$ cat src/rtl/alu_pkg.sv
// alu_pkg: shared opcode encodings and control state type for the
// pipelined ALU (alu_pipe, alu_mul_iter, alu_pipe_if).
package alu_pkg;

    localparam logic [2:0] OP_ADD = 3'd0;
    localparam logic [2:0] OP_OR  = 3'd1;
    localparam logic [2:0] OP_AND = 3'd2;
    localparam logic [2:0] OP_SUB = 3'd3;
    localparam logic [2:0] OP_SLT = 3'd4;
    localparam logic [2:0] OP_SLL = 3'd5;
    localparam logic [2:0] OP_SRL = 3'd6;
    localparam logic [2:0] OP_MUL = 3'd7;

    typedef enum logic {
        IDLE = 1'b0,
        BUSY = 1'b1
    } state_t;

endpackage

$ cat src/rtl/alu_pipe_if.sv
// alu_pipe_if: operand/result bundle of alu_pipe.
// Upstream: in_valid/in_ready, x, y, opcode. Downstream: out_valid/out_ready, f + flags.
interface alu_pipe_if #(
    parameter int WIDTH = 32
);
    logic             in_valid;
    logic             in_ready;
    logic [WIDTH-1:0] x;
    logic [WIDTH-1:0] y;
    logic [2:0]       opcode;
    logic             out_valid;
    logic             out_ready;
    logic [WIDTH-1:0] f;
    logic             cout;
    logic             overflow;
    logic             zero;
    logic             illegal;

    modport slave (
        input  in_valid, x, y, opcode, out_ready,
        output in_ready, out_valid, f, cout, overflow, zero, illegal
    );

    modport master (
        output in_valid, x, y, opcode, out_ready,
        input  in_ready, out_valid, f, cout, overflow, zero, illegal
    );
endinterface

$ cat src/rtl/alu_mul_iter.sv
// alu_mul_iter: unsigned shift-add multiplier, one partial product per clock.
// Ports: clk, reset, start (loads a/b), done (pulse, final step), prod (2*WIDTH, valid with done).
module alu_mul_iter #(
    parameter int WIDTH = 32
) (
    input  logic               clk,
    input  logic               reset,
    input  logic               start,
    input  logic [WIDTH-1:0]   a,
    input  logic [WIDTH-1:0]   b,
    output logic               done,
    output logic [2*WIDTH-1:0] prod
);
    localparam int CW = $clog2(WIDTH);

    logic               busy_q, busy_d;
    logic [CW-1:0]      cnt_q, cnt_d;
    logic [2*WIDTH-1:0] acc_q, acc_d;
    logic [2*WIDTH-1:0] mcand_q, mcand_d;
    logic [WIDTH-1:0]   mplier_q, mplier_d;

    always_comb begin
        busy_d   = busy_q;
        cnt_d    = cnt_q;
        acc_d    = acc_q;
        mcand_d  = mcand_q;
        mplier_d = mplier_q;
        done     = 1'b0;
        if (start) begin
            busy_d   = 1'b1;
            cnt_d    = '0;
            acc_d    = '0;
            mcand_d  = {{WIDTH{1'b0}}, a};
            mplier_d = b;
        end else if (busy_q) begin
            if (mplier_q[0]) begin
                acc_d = acc_q + mcand_q;
            end
            mcand_d  = mcand_q << 1;
            mplier_d = mplier_q >> 1;
            cnt_d    = cnt_q + CW'(1);
            // Last step: the owner registers prod on this same edge.
            if (cnt_q == CW'(WIDTH - 1)) begin
                done   = 1'b1;
                busy_d = 1'b0;
            end
        end
    end

    // Combinational next accumulator so the result lands on the WIDTH-th edge.
    assign prod = acc_d;

    always_ff @(posedge clk) begin
        if (reset) begin
            busy_q   <= 1'b0;
            cnt_q    <= '0;
            acc_q    <= '0;
            mcand_q  <= '0;
            mplier_q <= '0;
        end else begin
            busy_q   <= busy_d;
            cnt_q    <= cnt_d;
            acc_q    <= acc_d;
            mcand_q  <= mcand_d;
            mplier_q <= mplier_d;
        end
    end
endmodule

$ cat src/rtl/alu_pipe.sv
// alu_pipe: handshaked ALU with registered result/flags; MUL is iterative.
// Ports: clk, reset (sync, active-high), bus (alu_pipe_if.slave: operands in, result out).
module alu_pipe
    import alu_pkg::*;
#(
    parameter int WIDTH  = 32,
    parameter bit MUL_EN = 1'b1
) (
    input  logic       clk,
    input  logic       reset,
    alu_pipe_if.slave  bus
);
    localparam int SW = $clog2(WIDTH);
    localparam int MSB = WIDTH - 1;

    state_t             state_q, state_d;
    logic               out_valid_q, out_valid_d;
    logic [WIDTH-1:0]   f_q, f_d;
    logic               cout_q, cout_d;
    logic               ovf_q, ovf_d;
    logic               ill_q, ill_d;

    logic               in_ready;
    logic               accept;
    logic               mul_start;
    logic               mul_done;
    logic [2*WIDTH-1:0] mul_prod;

    logic [WIDTH:0]     add_ext;
    logic [WIDTH:0]     sub_ext;
    logic               add_ovf;
    logic               sub_ovf;
    logic               slt;
    logic [SW-1:0]      shamt;

    logic [WIDTH-1:0]   res_f;
    logic               res_cout;
    logic               res_ovf;
    logic               res_ill;

    assign in_ready = (state_q == IDLE) && (!out_valid_q || bus.out_ready);
    assign accept   = bus.in_valid && in_ready;

    assign add_ext = {1'b0, bus.x} + {1'b0, bus.y};
    assign sub_ext = {1'b0, bus.x} + {1'b0, ~bus.y} + {{WIDTH{1'b0}}, 1'b1};
    assign add_ovf = (bus.x[MSB] == bus.y[MSB]) && (add_ext[MSB] != bus.x[MSB]);
    assign sub_ovf = (bus.x[MSB] != bus.y[MSB]) && (sub_ext[MSB] != bus.x[MSB]);
    // True signed less-than: sign of x-y corrected by its overflow.
    assign slt     = sub_ext[MSB] ^ sub_ovf;
    assign shamt   = bus.y[SW-1:0];

    always_comb begin
        res_f    = '0;
        res_cout = 1'b0;
        res_ovf  = 1'b0;
        res_ill  = 1'b0;
        case (bus.opcode)
            OP_ADD: begin
                res_f    = add_ext[WIDTH-1:0];
                res_cout = add_ext[WIDTH];
                res_ovf  = add_ovf;
            end
            OP_OR:  res_f = bus.x | bus.y;
            OP_AND: res_f = bus.x & bus.y;
            OP_SUB: begin
                res_f    = sub_ext[WIDTH-1:0];
                res_cout = sub_ext[WIDTH];
                res_ovf  = sub_ovf;
            end
            OP_SLT: res_f = {{(WIDTH-1){1'b0}}, slt};
            OP_SLL: res_f = bus.x << shamt;
            OP_SRL: res_f = bus.x >> shamt;
            // Only reaches the result path when the multiplier is disabled.
            default: res_ill = 1'b1;
        endcase
    end

    always_comb begin
        state_d     = state_q;
        out_valid_d = out_valid_q;
        f_d         = f_q;
        cout_d      = cout_q;
        ovf_d       = ovf_q;
        ill_d       = ill_q;
        mul_start   = 1'b0;
        if (out_valid_q && bus.out_ready) begin
            out_valid_d = 1'b0;
        end
        case (state_q)
            IDLE: begin
                if (accept) begin
                    if (MUL_EN && (bus.opcode == OP_MUL)) begin
                        mul_start = 1'b1;
                        state_d   = BUSY;
                    end else begin
                        f_d         = res_f;
                        cout_d      = res_cout;
                        ovf_d       = res_ovf;
                        ill_d       = res_ill;
                        out_valid_d = 1'b1;
                    end
                end
            end
            BUSY: begin
                if (mul_done) begin
                    f_d         = mul_prod[WIDTH-1:0];
                    cout_d      = 1'b0;
                    ovf_d       = |mul_prod[2*WIDTH-1:WIDTH];
                    ill_d       = 1'b0;
                    out_valid_d = 1'b1;
                    state_d     = IDLE;
                end
            end
            default: state_d = IDLE;
        endcase
    end

    always_ff @(posedge clk) begin
        if (reset) begin
            state_q     <= IDLE;
            out_valid_q <= 1'b0;
            f_q         <= '0;
            cout_q      <= 1'b0;
            ovf_q       <= 1'b0;
            ill_q       <= 1'b0;
        end else begin
            state_q     <= state_d;
            out_valid_q <= out_valid_d;
            f_q         <= f_d;
            cout_q      <= cout_d;
            ovf_q       <= ovf_d;
            ill_q       <= ill_d;
        end
    end

    alu_mul_iter #(
        .WIDTH (WIDTH)
    ) u_mul (
        .clk   (clk),
        .reset (reset),
        .start (mul_start),
        .a     (bus.x),
        .b     (bus.y),
        .done  (mul_done),
        .prod  (mul_prod)
    );

    assign bus.in_ready  = in_ready;
    assign bus.out_valid = out_valid_q;
    assign bus.f         = f_q;
    assign bus.cout      = cout_q;
    assign bus.overflow  = ovf_q;
    assign bus.zero      = (f_q == '0);
    assign bus.illegal   = ill_q;
endmodule

$ cat src/flat_wrapper.sv
// flat-port wrapper written by rule: the top's interface ports become plain ports
module alu_pipe_flat import alu_pkg::*;
#(
    parameter int WIDTH  = 32,
    parameter bit MUL_EN = 1'b1
)
  (clk, reset, bus_in_valid, bus_x, bus_y, bus_opcode, bus_out_ready, bus_in_ready, bus_out_valid, bus_f, bus_cout, bus_overflow, bus_zero, bus_illegal);
  alu_pipe_if #(.WIDTH(WIDTH)) bus_i ();
  input  logic clk;
  input  logic reset;
  input wire logic [$bits(bus_i.in_valid)-1:0] bus_in_valid;
  input wire logic [$bits(bus_i.x)-1:0] bus_x;
  input wire logic [$bits(bus_i.y)-1:0] bus_y;
  input wire logic [$bits(bus_i.opcode)-1:0] bus_opcode;
  input wire logic [$bits(bus_i.out_ready)-1:0] bus_out_ready;
  output wire logic [$bits(bus_i.in_ready)-1:0] bus_in_ready;
  output wire logic [$bits(bus_i.out_valid)-1:0] bus_out_valid;
  output wire logic [$bits(bus_i.f)-1:0] bus_f;
  output wire logic [$bits(bus_i.cout)-1:0] bus_cout;
  output wire logic [$bits(bus_i.overflow)-1:0] bus_overflow;
  output wire logic [$bits(bus_i.zero)-1:0] bus_zero;
  output wire logic [$bits(bus_i.illegal)-1:0] bus_illegal;
  assign bus_i.in_valid = bus_in_valid;
  assign bus_i.x = bus_x;
  assign bus_i.y = bus_y;
  assign bus_i.opcode = bus_opcode;
  assign bus_i.out_ready = bus_out_ready;
  assign bus_in_ready = bus_i.in_ready;
  assign bus_out_valid = bus_i.out_valid;
  assign bus_f = bus_i.f;
  assign bus_cout = bus_i.cout;
  assign bus_overflow = bus_i.overflow;
  assign bus_zero = bus_i.zero;
  assign bus_illegal = bus_i.illegal;
  alu_pipe #(.WIDTH(WIDTH), .MUL_EN(MUL_EN)) u_core (.clk(clk), .reset(reset), .bus(bus_i));
endmodule
$ cat config.mk
export PLATFORM = sky130hd
export DESIGN_NAME = alu_pipe_flat
export DESIGN_NICKNAME = d
export VERILOG_FILES = /design/src/rtl/alu_pkg.sv /design/src/rtl/alu_pipe_if.sv /design/src/rtl/alu_mul_iter.sv /design/src/rtl/alu_pipe.sv /design/src/flat_wrapper.sv
export SDC_FILE = /design/constraint.sdc
export NUM_CORES = 1
export LEC_CHECK = 0
export CORE_ASPECT_RATIO = 2
export CORE_UTILIZATION = 50
export DETAILED_ROUTE_END_ITERATION = 8
export PLACE_DENSITY_LB_ADDON = 0.1
export RECOVER_POWER = 50
export SYNTH_ARGS = -nofsm -noshare
export SYNTH_HDL_FRONTEND = slang
export SYNTH_SLANG_ARGS = --single-unit
$ cat constraint.sdc
create_clock -name clk -period 8.35 [get_ports clk]
set_clock_uncertainty 0.15 [all_clocks]
set_input_delay 0.835 -clock clk [delete_from_list [all_inputs] [get_ports clk]]
set_output_delay 0.835 -clock clk [all_outputs]
set_load 0.005 [all_outputs]
==> key figures, run 1 <==
GRT
  • First-pass GRT wire length: approximately 170 mm
  • Largest net degree at the start of global routing: 64
  • Tot GR Track Use: 0.596
  • Total gr overflow: 180
  • Vias in the first global route: 25000

Placement
  • IO Port Bufs: 108
  • GPL Wtd Cong: 1.13
  • Dpl hpwl: 80.6 mm

Synthesis
  • Most area-hungry cell type in the Yosys netlist: dfxtp_1
  • Register area share after synthesis: 0.207
  • Distinct cell type count after synthesis: 93
  • Synth top area share: 0.207
  • Seq cells post-synth: 203
  • Dominant synthesized flop cell: dfxtp_1
  • Post-Syn Area: 19700 um2
  • Yosys warning count: 0
  • Asr flop ratio synth: 0
  • Cells after Synth: 2748
  • Top post-synthesis cells by area: dfxtp_1 (21%), ha_1 (10%), mux2i_1 (8.5%), nor2_1 (7.9%), a21oi_1 (6.4%)
  • Syn_area_per_cell: 7.15 um2
  • Syn Nets: 2985
  • Post-synth EDFFs: 0

CTS
  • CTS Hold Bufs: 0
  • # clock sinks: 203
  • H-tree depth: 1
  • Post-CTS sizing: 0
  • Post-CTS Setup Bufs: 0
  • CTS buffer count: 21
  • Max clock buf depth: 3
  • CTS Root Cell: clkbuf_16

Floorplan
  • Starting Density: 0.508
  • Die width: 142 um
  • Die Height: 282 um
  • Ports: 109
  • Num rows: between 100 and 150

Status
  • Status: aborted with a tool error
  • Last stage: global routing (5_1_grt)
  • Stop err: [ERROR GRT-0116] Global routing finished with congestion. Check the congestion regions in the DRC Viewer.
[synth_stat cells (all sizes together), types with 6 or more instances]
master / count
nor2: 412
nand2: 285
a21oi: 251
dfxtp: 203
o21ai: 202
mux2i: 167
ha: 162
clkbuf: 142
inv: 111
a211oi: 100
nor3: 66
xnor2: 45
a21o: 42
a221oi: 38
buf: 35
nand3: 34
xor2: 32
a31oi: 29
nand4: 29
o211ai: 27
nor2b: 26
nor4: 23
a22oi: 22
o21bai: 22
nand2b: 18
and3: 17
o22ai: 17
a221o: 15
o21a: 13
o221ai: 13
or3: 12
a21boi: 11
a211o: 8
and2: 8
a2111oi: 7
a311oi: 7
o31ai: 7
mux4: 6
o2111ai: 6
o211a: 6
or2: 6
[layer usage]
metal  GRT usage  GRT overflow
met1       0.568             0
met4       0.675            75
met5      0.0163             0
met3       0.276             2
met2       0.889           103
[logic make-up after synthesis]
group	synth area share
AND/OR/NAND/NOR	0.212
AO/OA/AOI/OAI	0.289
buffers and inverters	0.0576
flip-flops	0.207
multiplexers	0.0937
adder cells (fa/ha/maj)	0.107
XOR/XNOR	0.0343
[per-stage QoR]
step	cells	hold slack (ns)	utilization	cell area (um2)	setup WS (ns)
2_1_floorplan	2748	0.294	-	19700	2.41
3_3_place_gp	3239	0.297	0.543	21000	1.47
3_5_place_dp	3239	0.306	0.543	21000	1.14
4_1_cts	3275	0.325	0.563	21800	1.68
==> run 2, diff against run 1 <==
Settings changed: CORE_ASPECT_RATIO 2 to unset, CORE_UTILIZATION 50 to 35, PLACE_DENSITY_LB_ADDON 0.1 to 0.15.
==> key figures, run 2 <==
Status
  • Status: complete, but fails checks
  • Violated checks: capacitance limit, slew limit

Synthesis
  • Most frequent cells after synthesis: nor2_1 (412), nand2_1 (285), a21oi_1 (250)
  • Most common cell in the synthesized netlist: nor2_1
  • Distinct cell type count after synthesis: 93
  • Top post-synthesis cells by area: dfxtp_1 (21%), ha_1 (10%), mux2i_1 (8.5%), nor2_1 (7.9%), a21oi_1 (6.4%)
  • Synth top area share: 0.207
  • Simple-gate area share of the yosys netlist: 0.212
  • Post-synthesis xor/xnor area fraction: 0.0343
  • Largest family of logic cells by synthesized area: compound AO/OA/AOI/OAI gates
  • Post-synthesis compound-gate area fraction: 0.289
  • Seq cells post-synth: 203
  • Most area-hungry cell type in the Yosys netlist: dfxtp_1
  • Synth Area in Adders: 0.107
  • Yosys warning count: 0
  • Cells after Synth: 2748
  • Register area share after synthesis: 0.207
  • Post-synth EDFFs: 0
  • Syn_area_per_cell: roughly 7.2 um2
  • Dominant synthesized flop cell: dfxtp_1
  • Asr flop ratio synth: 0
  • Syn Nets: 2985
  • Mux cell area share after synthesis: 0.0937
  • Post-Syn Area: 19700 um2

Finish
  • Non-Filler Instances: 3512
  • Commonest cells after routing, fill and taps aside: nor2_1 (410), nand2_1 (284), a21oi_1 (250)
  • Fillcell total: 5951
  • Synth-to-Final Area Change: 12.4%
  • Top Registers: u_core.u_mul.acc_q: 64 flops, u_core.u_mul.mcand_q: 64 flops
  • Layout cell share with drive strength beyond 1: 0.0413
  • Final nets: 2977
  • Commonest non-fill, non-tap cell in the layout: nor2_1
  • Fin area: 22100 um2
  • Final Util: 0.399

Routing
  • Pre-Repair DR Iteration Count: 5
  • First DRT Iteration DRCs: ~2000
  • Remaining DRCs: 0
  • Post-DRT Antenna Nets: 0
  • Vias per Instance: 6.04
  • DR WL/cell: 25.9 um
  • Total Wirelength: 91.0 mm
  • Via Count: 21200

GRT
  • Initial antenna violation count: 8
  • Largest net degree at the start of global routing: approximately 80
  • Tot GR Track Use: 0.312
  • First-pass GRT wire length: between 100 and 150 mm
  • Total gr overflow: 0
  • Vias in the first global route: slightly above 20000

Worst setup path
  • Critical Path AT: 7.49 ns
  • Worst-path fanout max: 63
  • CP Launch Type: flop
  • Most frequent CP cell: clkbuf_1
  • Slowest-stage cell, CP: clkbuf_1
  • RR Startpoint: u_core.state_q$_SDFF_PP0_
  • R2r setup slk: 1.17 ns
  • CP Capture Type: flop
  • Crit path kind: flop to flop
  • CP cell instances: clkbuf_1 > inv_1 > and2_0 > nand3_4 > clkbuf_1 > nor2_1 > a211oi_1
  • Reg2Reg Depth: 7
  • Critical Path RT: 8.66 ns
  • R2r endpoint: u_core.u_mul.mcand_q[13]$_SDFFE_PP0P_
  • Largest stage delay, worst path: 2.26 ns

Power and ir drop
  • Design Power: 3.02 mW
  • Maximum VDD drop: 0.157 mV
  • Lkg Pwr: 8.82 nW
  • Pwr dens: 137 nW/um2

CTS
  • CTS Hold Bufs: 0
  • Clk slew on worst S/H paths: 0.06 ns
  • Post-CTS Setup Bufs: 0
  • CTS tree: yes
  • # clock sinks: a little over 200
  • H-tree depth: 1
  • Max clock buf depth: 3
  • CTS Root Cell: clkbuf_16
  • Later-pin clock latency in the skew report: 0.59 ns
  • Post-CTS sizing: 0
  • CTS buffer count: 26

Placement
  • Dpl hpwl: 71.1 mm
  • # placed instances: 3460
  • Placed cell area: around 21000 um2
  • GPL Wtd Cong: about 1.0
  • IO Port Bufs: 108

STA
  • Crit path time final: 7.18 ns
  • TNS Setup: 0 ns
  • Highest Clock Rate: around 140 MHz
  • Slew margin rel.: -1.19
  • Final hold violation count: 0
  • Final Max Tran Viols: about 330
  • Finish-stage setup viols: 0
  • Period utilization: 0.860
  • Slew @ Worst Pin: between 3 and 4 ns
  • RSZ-0062 raised after global routing: no

Hold path
  • Hold Crit Depth: 1
  • WHS Endpoint: u_core.bus.illegal$_SDFFE_PP0P_
  • Hold Crit Class: flop to flop
  • Min-delay src: u_core.bus.illegal$_SDFFE_PP0P_

Floorplan
  • Num rows: 86
  • Die width: 239 um
  • Die Height: 239 um
  • Core area: 55300 um2
  • Ports: 109
  • DIE AREA: 57100 um2
  • Starting Density: 0.355

Flow run
  • # Max-Cap Violations: 7
[run 2: area by class of cell]
cell class                 instances  area [um2]  share of cell area
inverter                         114         428              0.0194
tap                              748         936              0.0424
clock inverter                    10         120             0.00544
multi-input combinational       2254       14500               0.656
sequential                       203        4070               0.184
timing repair buffer             141        1280              0.0582
clock buffer                      36         748              0.0339
antenna                            6        15.0            0.000680
[run 2: worst max-delay path by stage]
stage | from | end | cells past startpoint
2_1_floorplan | bus_y[2] | u_core.bus.f[31]$_SDFFE_PP0P_ | 25
3_3_place_gp | bus_x[1] | u_core.bus.f[31]$_SDFFE_PP0P_ | 23
3_5_place_dp | bus_x[1] | u_core.bus.f[31]$_SDFFE_PP0P_ | 23
4_1_cts | bus_x[1] | u_core.bus.f[31]$_SDFFE_PP0P_ | 23
5_1_grt | u_core.state_q$_SDFF_PP0_ | u_core.u_mul.mcand_q[15]$_SDFFE_PP0P_ | 7
6_report | u_core.state_q$_SDFF_PP0_ | u_core.u_mul.mcand_q[13]$_SDFFE_PP0P_ | 7
[run 2: stage by stage]
| stage | setup WS (ns) | hold slack (ns) |
|---|---|---|
| floorplan | 2.41 | 0.294 |
| global placement | 1.59 | 0.301 |
| detailed placement | 1.52 | 0.301 |
| CTS | 2.14 | 0.316 |
| global route | 0.966 | 0.355 |
| finish | 1.17 | 0.304 |
[run 2: per-layer routing]
metal / part of all wire / GRT usage / wire length [um] / vias to the layer above
met5: 0.00014 / 0 / 13 / -
met2: 0.46 / 0.510 / 41600 / 813
met1: 0.44 / 0.414 / 40300 / 10300
li1: - / - / - / 9945
met4: 0.042 / 0.128 / 3850 / 2
met3: 0.057 / 0.0359 / 5220 / 149
[run 2: cells by family after synthesis]
kind of cell / after synthesis
XOR/XNOR: 77
buffers and inverters: 291
multiplexers: 176
flip-flops: 203
adder cells (fa/ha/maj): 166
AND/OR/NAND/NOR: 955
AO/OA/AOI/OAI: 880
[run 2: report_power, final]
group          total, mW  internal [mW]  leakage [nW]  switching, mW
sequential          1.03          0.998          1.65         0.0304
clock               1.16          0.685         0.424          0.473
combinational      0.833          0.283          6.75          0.550
total               3.02           1.97          8.82           1.05
[run 2: critical path: cells and delay by family, from the launching register on]
kind                   cells  cell delay (ns)
AOI/OAI and AO/OA          1             0.43
buffers and inverters      3             4.57
DFF                        1             0.30
and+or+nand+nor            3             1.52
Note: power is estimated with default switching activity, not from simulation.
